==> src/rtl/td_reset_seq.sv <==
// Decoder reset sequencer: a debounced switch or a software trigger starts a
// delay, then holds the masked channels in reset and releases them in index order.
module td_reset_seq #(
    parameter int unsigned N_CH         = 2,
    parameter int unsigned DEBOUNCE_CYC = 1000,
    parameter int unsigned DELAY_CYC    = 700000,
    parameter int unsigned PULSE_CYC    = 700000,
    parameter int unsigned STAGGER_CYC  = 0
) (
    input  logic            clock,
    input  logic            nreset,
    input  logic            sw,
    input  logic            trig,
    input  logic [N_CH-1:0] ch_mask,
    output logic [N_CH-1:0] ch_nreset,
    output logic            busy,
    output logic            done,
    output logic            trig_lost
);

    localparam int unsigned MAX_DP  = (DELAY_CYC > PULSE_CYC) ? DELAY_CYC : PULSE_CYC;
    localparam int unsigned MAX_SD  = (STAGGER_CYC > DEBOUNCE_CYC) ? STAGGER_CYC : DEBOUNCE_CYC;
    localparam int unsigned MAX_CYC = (MAX_DP > MAX_SD) ? MAX_DP : MAX_SD;
    localparam int unsigned CW      = $clog2(MAX_CYC + 1);
    localparam int unsigned IW      = (N_CH > 1) ? $clog2(N_CH) : 1;

    localparam logic [CW-1:0] DEB_FULL   = CW'(DEBOUNCE_CYC);
    localparam logic [CW-1:0] DELAY_LAST = CW'(DELAY_CYC - 1);
    localparam logic [CW-1:0] PULSE_LAST = CW'(PULSE_CYC - 1);
    localparam logic [CW-1:0] STAG_LAST  = CW'((STAGGER_CYC > 0) ? STAGGER_CYC - 1 : 0);
    localparam logic [IW-1:0] IDX_LAST   = IW'(N_CH - 1);

    typedef enum logic [1:0] {StIdle, StDelay, StPulse, StRelease} state_t;

    // Switch synchroniser and debounce
    logic          sw_meta, sw_s;
    logic [CW-1:0] deb_cnt_q;
    logic          fired_q;
    logic          sw_req;

    always_ff @(posedge clock or negedge nreset) begin
        if (!nreset) begin
            sw_meta <= 1'b0;
            sw_s    <= 1'b0;
        end else begin
            sw_meta <= sw;
            sw_s    <= sw_meta;
        end
    end

    // fired_q blocks repeat requests until the switch is seen released
    assign sw_req = !fired_q && (deb_cnt_q == DEB_FULL);

    always_ff @(posedge clock or negedge nreset) begin
        if (!nreset) begin
            deb_cnt_q <= '0;
            fired_q   <= 1'b0;
        end else begin
            if (!sw_s) begin
                deb_cnt_q <= '0;
            end else if (deb_cnt_q != DEB_FULL) begin
                deb_cnt_q <= deb_cnt_q + 1'b1;
            end
            if (!sw_s) begin
                fired_q <= 1'b0;
            end else if (sw_req) begin
                fired_q <= 1'b1;
            end
        end
    end

    // Sequencer
    state_t          state_q, state_d;
    logic [CW-1:0]   cnt_q, cnt_d;
    logic [IW-1:0]   idx_q, idx_d;
    logic [N_CH-1:0] mask_q, mask_d;
    logic [N_CH-1:0] chn_q, chn_d;
    logic            busy_q, busy_d;
    logic            done_q, done_d;
    logic            lost_q, lost_d;
    logic            trigger;

    assign trigger = trig || sw_req;

    always_ff @(posedge clock or negedge nreset) begin
        if (!nreset) begin
            state_q <= StIdle;
            cnt_q   <= '0;
            idx_q   <= '0;
            mask_q  <= '0;
            chn_q   <= '1;
            busy_q  <= 1'b0;
            done_q  <= 1'b0;
            lost_q  <= 1'b0;
        end else begin
            state_q <= state_d;
            cnt_q   <= cnt_d;
            idx_q   <= idx_d;
            mask_q  <= mask_d;
            chn_q   <= chn_d;
            busy_q  <= busy_d;
            done_q  <= done_d;
            lost_q  <= lost_d;
        end
    end

    always_comb begin
        state_d = state_q;
        cnt_d   = cnt_q;
        idx_d   = idx_q;
        mask_d  = mask_q;
        chn_d   = chn_q;
        busy_d  = busy_q;
        done_d  = 1'b0;
        lost_d  = 1'b0;

        unique case (state_q)
            StIdle: begin
                if (trigger && (ch_mask != '0)) begin
                    mask_d  = ch_mask;
                    cnt_d   = '0;
                    state_d = StDelay;
                    busy_d  = 1'b1;
                end
            end
            StDelay: begin
                if (cnt_q == DELAY_LAST) begin
                    chn_d   = ~mask_q;
                    cnt_d   = '0;
                    state_d = StPulse;
                end else begin
                    cnt_d = cnt_q + 1'b1;
                end
            end
            StPulse: begin
                if (cnt_q == PULSE_LAST) begin
                    cnt_d = '0;
                    if ((N_CH == 1) || (STAGGER_CYC == 0)) begin
                        chn_d   = '1;
                        state_d = StIdle;
                        busy_d  = 1'b0;
                        done_d  = 1'b1;
                    end else begin
                        // Channel 0 goes on this edge; RELEASE walks indices 1..N_CH-1
                        chn_d[0] = 1'b1;
                        idx_d    = IW'(1);
                        state_d  = StRelease;
                    end
                end else begin
                    cnt_d = cnt_q + 1'b1;
                end
            end
            StRelease: begin
                if (cnt_q == STAG_LAST) begin
                    cnt_d        = '0;
                    chn_d[idx_q] = 1'b1;
                    if (idx_q == IDX_LAST) begin
                        state_d = StIdle;
                        busy_d  = 1'b0;
                        done_d  = 1'b1;
                    end else begin
                        idx_d = idx_q + 1'b1;
                    end
                end else begin
                    cnt_d = cnt_q + 1'b1;
                end
            end
            default: state_d = StIdle;
        endcase

        if ((state_q != StIdle) && trigger) begin
            lost_d = 1'b1;
        end
    end

    assign ch_nreset = chn_q;
    assign busy      = busy_q;
    assign done      = done_q;
    assign trig_lost = lost_q;

endmodule

==> config.mk <==
export PLATFORM = sky130hd
export DESIGN_NAME = td_reset_seq
export DESIGN_NICKNAME = d
export VERILOG_FILES = /design/src/rtl/td_reset_seq.sv
export SDC_FILE = /design/constraint.sdc
export NUM_CORES = 1
export LEC_CHECK = 0
export CORE_MARGIN = 2
export CORE_UTILIZATION = 53
export DETAILED_ROUTE_END_ITERATION = 16
export MAX_ROUTING_LAYER = met4
export PLACE_DENSITY = 0.73
export SLEW_MARGIN = 20
export SYNTH_ARGS = -nofsm -noshare
export SYNTH_HDL_FRONTEND = slang
export SYNTH_SLANG_ARGS = --single-unit
==> constraint.sdc <==
create_clock -name clock -period 2.2 [get_ports clock]
set_clock_uncertainty 0.2 [all_clocks]
set_input_delay 0.44 -clock clock [delete_from_list [all_inputs] [get_ports clock]]
set_output_delay 0.44 -clock clock [all_outputs]
set_load 0.02 [all_outputs]
======== After elaboration in Yosys (flattened, before gate mapping) ========
Cells that the tools add are included.
word-level totals
  logic and storage cells ................. 81
  bits in registers ....................... 53
  output and inout bits ................... 5
cells by class
  equal/unequal tests ..................... 13
  muxes and demuxes ....................... 31
  bitwise logic cells ..................... 2
  $add $sub $neg .......................... 3
  reduce and logical (&&, ||, !) cells .... 18
  order comparisons ....................... 2
operators by type and width
  operator                                                               number
  20-bit 2-to-1 mux                                                      5
  20-bit case mux with 3 select lines                                    1
  20-bit by 1-bit adder with 20-bit output (second input constant)       2
  20-bit by 10-bit == test with 1-bit output (second input constant)     1
  20-bit == test (second input constant)                                 1
  20-bit logical NOT                                                     1
  20-bit by 10-bit != test with 1-bit output (second input constant)     1
  2-bit 2-to-1 mux                                                       8
  1-bit 2-to-1 mux                                                       12
  2-bit != test (second input constant)                                  5
  5-bit AND reduction                                                    2
  2-bit case mux with 4 select lines                                     1
  2-bit case mux with 3 select lines                                     1
  3-bit nonzero test                                                     2
  2-bit == test (second input constant)                                  2
  1-bit logical AND                                                      4
  2-bit by 1-bit != test with 1-bit output (second input constant)       2
  2-bit AND reduction                                                    2
  4-bit AND reduction                                                    1
  2-bit nonzero test                                                     2
  1-bit case mux with 3 select lines                                     1
  2-bit by 1-bit == test with 1-bit output (second input constant)       1
  2-bit logical NOT                                                      1
  1-bit by 2-bit < comparator with 1-bit output (second input constant)  1
  9 further kinds                                                        9

======== Longest topological paths before layout ========
  word-level depth ........................ 7
  depth in mapped cells ................... 9
  depth with buffers taken out ............ 7

======== Least setup slack after synthesis ========
OpenSTA, ideal clock, no wires.
  path type ............................... reg2reg
  start point ............................. reg deb_cnt_q[0]
  end point ............................... reg state_q[1]
  stages on the path, launching flop included .. 8
  slack ................................... -0.144 ns
  period minus slack after synthesis ...... 2.344 ns
  arrival time ............................ 2.019 ns
  cell sequence ........................... dfrtp_1 > inv_1 > ha_1 > and4bb_2 > nand3_1 > o41a_1 > or3b_4 > mux2_4
between the ends
  cells in the longest elaborated chain, start to end .. 6
RTL lines
  element                                     RTL line  RTL
  start, declared                             37        logic [CW-1:0] deb_cnt_q;
  start signal, assigned                      62        deb_cnt_q <= deb_cnt_q + 1'b1;
  20-bit by 10-bit == test with 1-bit output  52        assign sw_req = !fired_q && (deb_cnt_q == DEB_FULL);
  1-bit logical AND                           52
  1-bit logical OR                            83        assign trigger = trig || sw_req;
  1-bit logical AND                           119       if (trigger && (ch_mask != '0)) begin
  2-bit != test (no source line)              n/a
  5-bit AND reduction (no source line)        n/a
  end signal, assigned                        87        state_q <= StIdle;
  end signal, assigned                        96        state_q <= state_d;
  end, declared                               73        state_t state_q, state_d;
No other way between the ends.
A chain may end at the register's enable or synchronous reset.

======== Worst setup path in the final report ========
  start point ............................. reg deb_cnt_q[17]
  end point ............................... reg busy_q (netlist: busy)
between the ends
  cells in the longest elaborated chain, start to end .. 6
RTL lines
  element                                     RTL line  RTL
  20-bit by 10-bit == test with 1-bit output  52
  1-bit logical AND                           52
  1-bit logical OR                            83
  1-bit logical AND                           119
  2-bit != test (no source line)              n/a
  5-bit AND reduction (no source line)        n/a
  end signal, assigned                        101       busy_q <= busy_d;
  end, declared                               78        logic busy_q, busy_d;
No other way between the ends.

==> flow_metrics.tcl <==
set metrics [dict create \
    clock-sinks 53 \
    r2r-end "busy" \
    syn_inst 331 \
    dr.first_iter.drc_count 215 \
    whs_path_depth 0 \
    ys_seq_elements 53 \
    antenna_found_initial 0 \
    drc 0 \
    vias 2857 \
    cp.required_ns 2.21 \
    rows 27 \
    dp.cells 469 \
    dieArea_um2 6450 \
    synth_edf_count 0 \
    setup_viol 24 \
    slew_violations 0 \
    insertion_delay_ns 0.32 \
    vias_per_cell 5.90 \
    synth_compound_area_share_pct 14.7 \
    synth_common_cells "dfrtp_1, nand2_1, and2_1" \
    initial_core_util_pct 55.4 \
    yosys.area_share.simple_pct 27.9 \
    end_kind "flip-flop" \
    synth.area.top_cells "dfrtp_1, nand2_1, and2_1" \
    stdcell_count 484 \
    arrival_ns 2.36 \
    worstSetupPathType "reg2reg" \
    min_to "sw_s" \
    status "finished, violations left" \
    track_usage_pct 27.6 \
    dpl.hpwl_um 5300 \
    drive_gt1_share_pct 29.1 \
    r2r_slack_ns -0.15 \
    grt_max_degree 33 \
    post-route-min-period_ns 2.35 \
    yosysUniqueCellTypes 53 \
    finalHoldViolations 0 \
    gr-total-overflow 0 \
    synth_top_family_by_area "simple AND/OR/NAND/NOR gates" \
    synth.most_common_cell "dfrtp_1" \
    reg2reg_depth 6 \
    path_cells "nor4_4 -> nand4_1 -> o41a_1 -> buf_4 -> nor4_2 -> mux2_2" \
    hold_class "reg2reg" \
    avgSynthCellArea_um2 9.33 \
    leakagePower_nw 1.84 \
    r2r-start "deb_cnt_q[17]" \
    n_antenna_cell 0 \
    io_buffer_count 10 \
    syn_to_final_growth_pct 32.5 \
    core_area_um2 5570 \
    cts_tree "yes" \
    drt_wl_total_um 7970 \
    grt_first_pass_wirelength_um 13300 \
    max_freq_mhz 425 \
    dpl_cell_area_um2 3770 \
    power-per-cell-area_nw_per_um2 400 \
    clkTransAtPathRegs_ns 0.10 \
    cap_violations 0 \
    yosysSeqAreaShare_pct 43.0 \
    fin_crit_sh_pct 107 \
    setup_slack_ns -0.152 \
    synth_top_area_share_pct 41.3 \
    clk_path_buf_depth 2 \
    cp_max_fo 2 \
    die_h_um 80.3 \
    cts_buffers 5 \
    tightest_slew_ns 0.572 \
    async_reset_ff_share_pct 100 \
    cpPeakStageDelay_ns 0.45 \
    yosys-mux-area-fraction_pct 2.23 \
    peakVddDrop_mv 0.322 \
    tns_ns -2.23 \
    place.gp.congestion 0.856 \
    fin_area_um2 4090 \
    rsz0062_at_grt "true" \
    wl_per_cell_um 16.5 \
    cts-root-buf "clkbuf_8" \
    layout.nets 427 \
    synth_adder_area_share_pct 4.05 \
    first_pass_iters 5 \
    min-delay-start "sw_meta" \
    grt_pass1_vias 2688 \
    slowest_stage "o41a_1" \
    yosys_warnings 0 \
    synth_area_um2 3090 \
    start_kind "flip-flop" \
    pin_count 11 \
    fp.dieW_um 80.3 \
    relSlewSlack_pct 61.9 \
    htree_levels 2 \
    violations "negative setup slack" \
    ant_nets 0 \
    yosys.area.top_type "dfrtp_1" \
    synthesis.nets 347 \
    synth_xor_area_share_pct 4.54 \
    synth_top_flop_cell "dfrtp_1" \
]
==> placed cells by master, fill, tap and decap left out, types with 3 or more instances in the layout <==
| cell type | instances |
|---|---|
| dfrtp_1 | 49 |
| buf_6 | 4 |
| xor2_1 | 10 |
| inv_1 | 15 |
| mux2_4 | 3 |
| o211ai_1 | 3 |
| clkdlybuf4s50_1 | 9 |
| or3_1 | 6 |
| o31a_1 | 6 |
| nand2_1 | 41 |
| nor4_2 | 4 |
| and3_1 | 7 |
| a21boi_0 | 5 |
| nor4_4 | 3 |
| nand3_1 | 15 |
| o21a_1 | 4 |
| xnor2_1 | 6 |
| and2_1 | 23 |
| ha_1 | 9 |
| o221ai_2 | 10 |
| nor3_1 | 10 |
| clkbuf_8 | 5 |
| nand4_1 | 10 |
| nor2_1 | 14 |
| o21ai_1 | 3 |
| o21ai_0 | 8 |
| buf_4 | 70 |
| nor2b_1 | 7 |
==> area by class of cell <==
| type | count | area, µm² |
|---|---|---|
| Tap cell | 72 | 90.1 |
| Multi-Input combinational cell | 249 | 1830 |
| Clock buffer | 6 | 72.6 |
| Fill cell | 406 | 1480 |
| Inverter | 16 | 60.1 |
| Sequential cell | 53 | 1330 |
| Clock inverter | 2 | 13.8 |
| Timing Repair Buffer | 86 | 696 |
==> worst max path at each step <==
stage,start,end,slack [ns],cells after the start
floorplan,deb_cnt_q[17],state_q[1],-0.08,5
global placement,cnt_q[0],state_q[1],-0.22,8
detailed placement,cnt_q[0],busy,-0.30,8
CTS,deb_cnt_q[14],busy,-0.14,6
global route,deb_cnt_q[17],state_q[1],-0.22,5
finish,deb_cnt_q[17],busy,-0.15,6
==> what timing repair did <==
| action | 4_1_cts | 5_1_grt |
|---|---|---|
| setup buffers | 6 | 1 |
| gates resized for setup | 24 | 11 |
| endpoints found under the hold margin | 19 | 0 |
| hold buffers | 1 | 0 |
| pin swaps | 11 | 5 |
| setup endpoints to repair | 23 | 26 |
==> state kept, by name, indices dropped and copies added (netlist names), 2 cells and up <==
name and cells:
cnt_q 20, deb_cnt_q 20, ch_nreset 2, mask_q 2
state_q 2
==> stage by stage <==
stage                     hold slack, ns  setup WS (ns)  total power, W  utilization (%)
after CTS                          0.165         -0.138         0.00164             72.5
final                              0.163         -0.152         0.00163             73.4
after floorplan                  -0.0556        -0.0808         0.00103                -
after detailed placement           0.139         -0.303         0.00108             67.6
after global routing               0.167         -0.219         0.00170             73.4
after global placement             0.135         -0.220         0.00108             67.6
==> power by group <==
group | switching [W] | internal (W) | total (W)
sequential | 0.00000929 | 0.000983 | 0.000992
combinational | 0.0000405 | 0.0000354 | 0.0000759
clock | 0.000339 | 0.000228 | 0.000567
total | 0.000389 | 0.00125 | 0.00163
==> critical path: cells and delay by family, from the launching register on <==
kind,cells,cell delay [ns]
multiplexers,1,0.37
buffers and inverters,1,0.15
flip-flops,1,0.43
AO/OA/AOI/OAI,1,0.45
AND/OR/NAND/NOR,3,0.65
==> routing by layer <==
| layer | vias to the layer above | wire length, µm | global-route usage (%) | share of wire (%) |
|---|---|---|---|---|
| li1 | 1357 | - | - | - |
| met1 | 1382 | 3630 | 37.5 | 46 |
| met2 | 100 | 3770 | 43.3 | 47 |
| met3 | 18 | 419 | 4.72 | 5.3 |
| met4 | 0 | 152 | 7.12 | 1.9 |
| met5 | - | 0 | - | 0 |
==> cell families after synthesis <==
logic type / after synthesis
AND/OR/NAND/NOR: 159
multiplexers: 6
buffers and inverters: 29
adder cells (fa/ha/maj): 10
flip-flops: 53
AO/OA/AOI/OAI: 58
XOR/XNOR: 16
(Power assumes the default switching activity.)
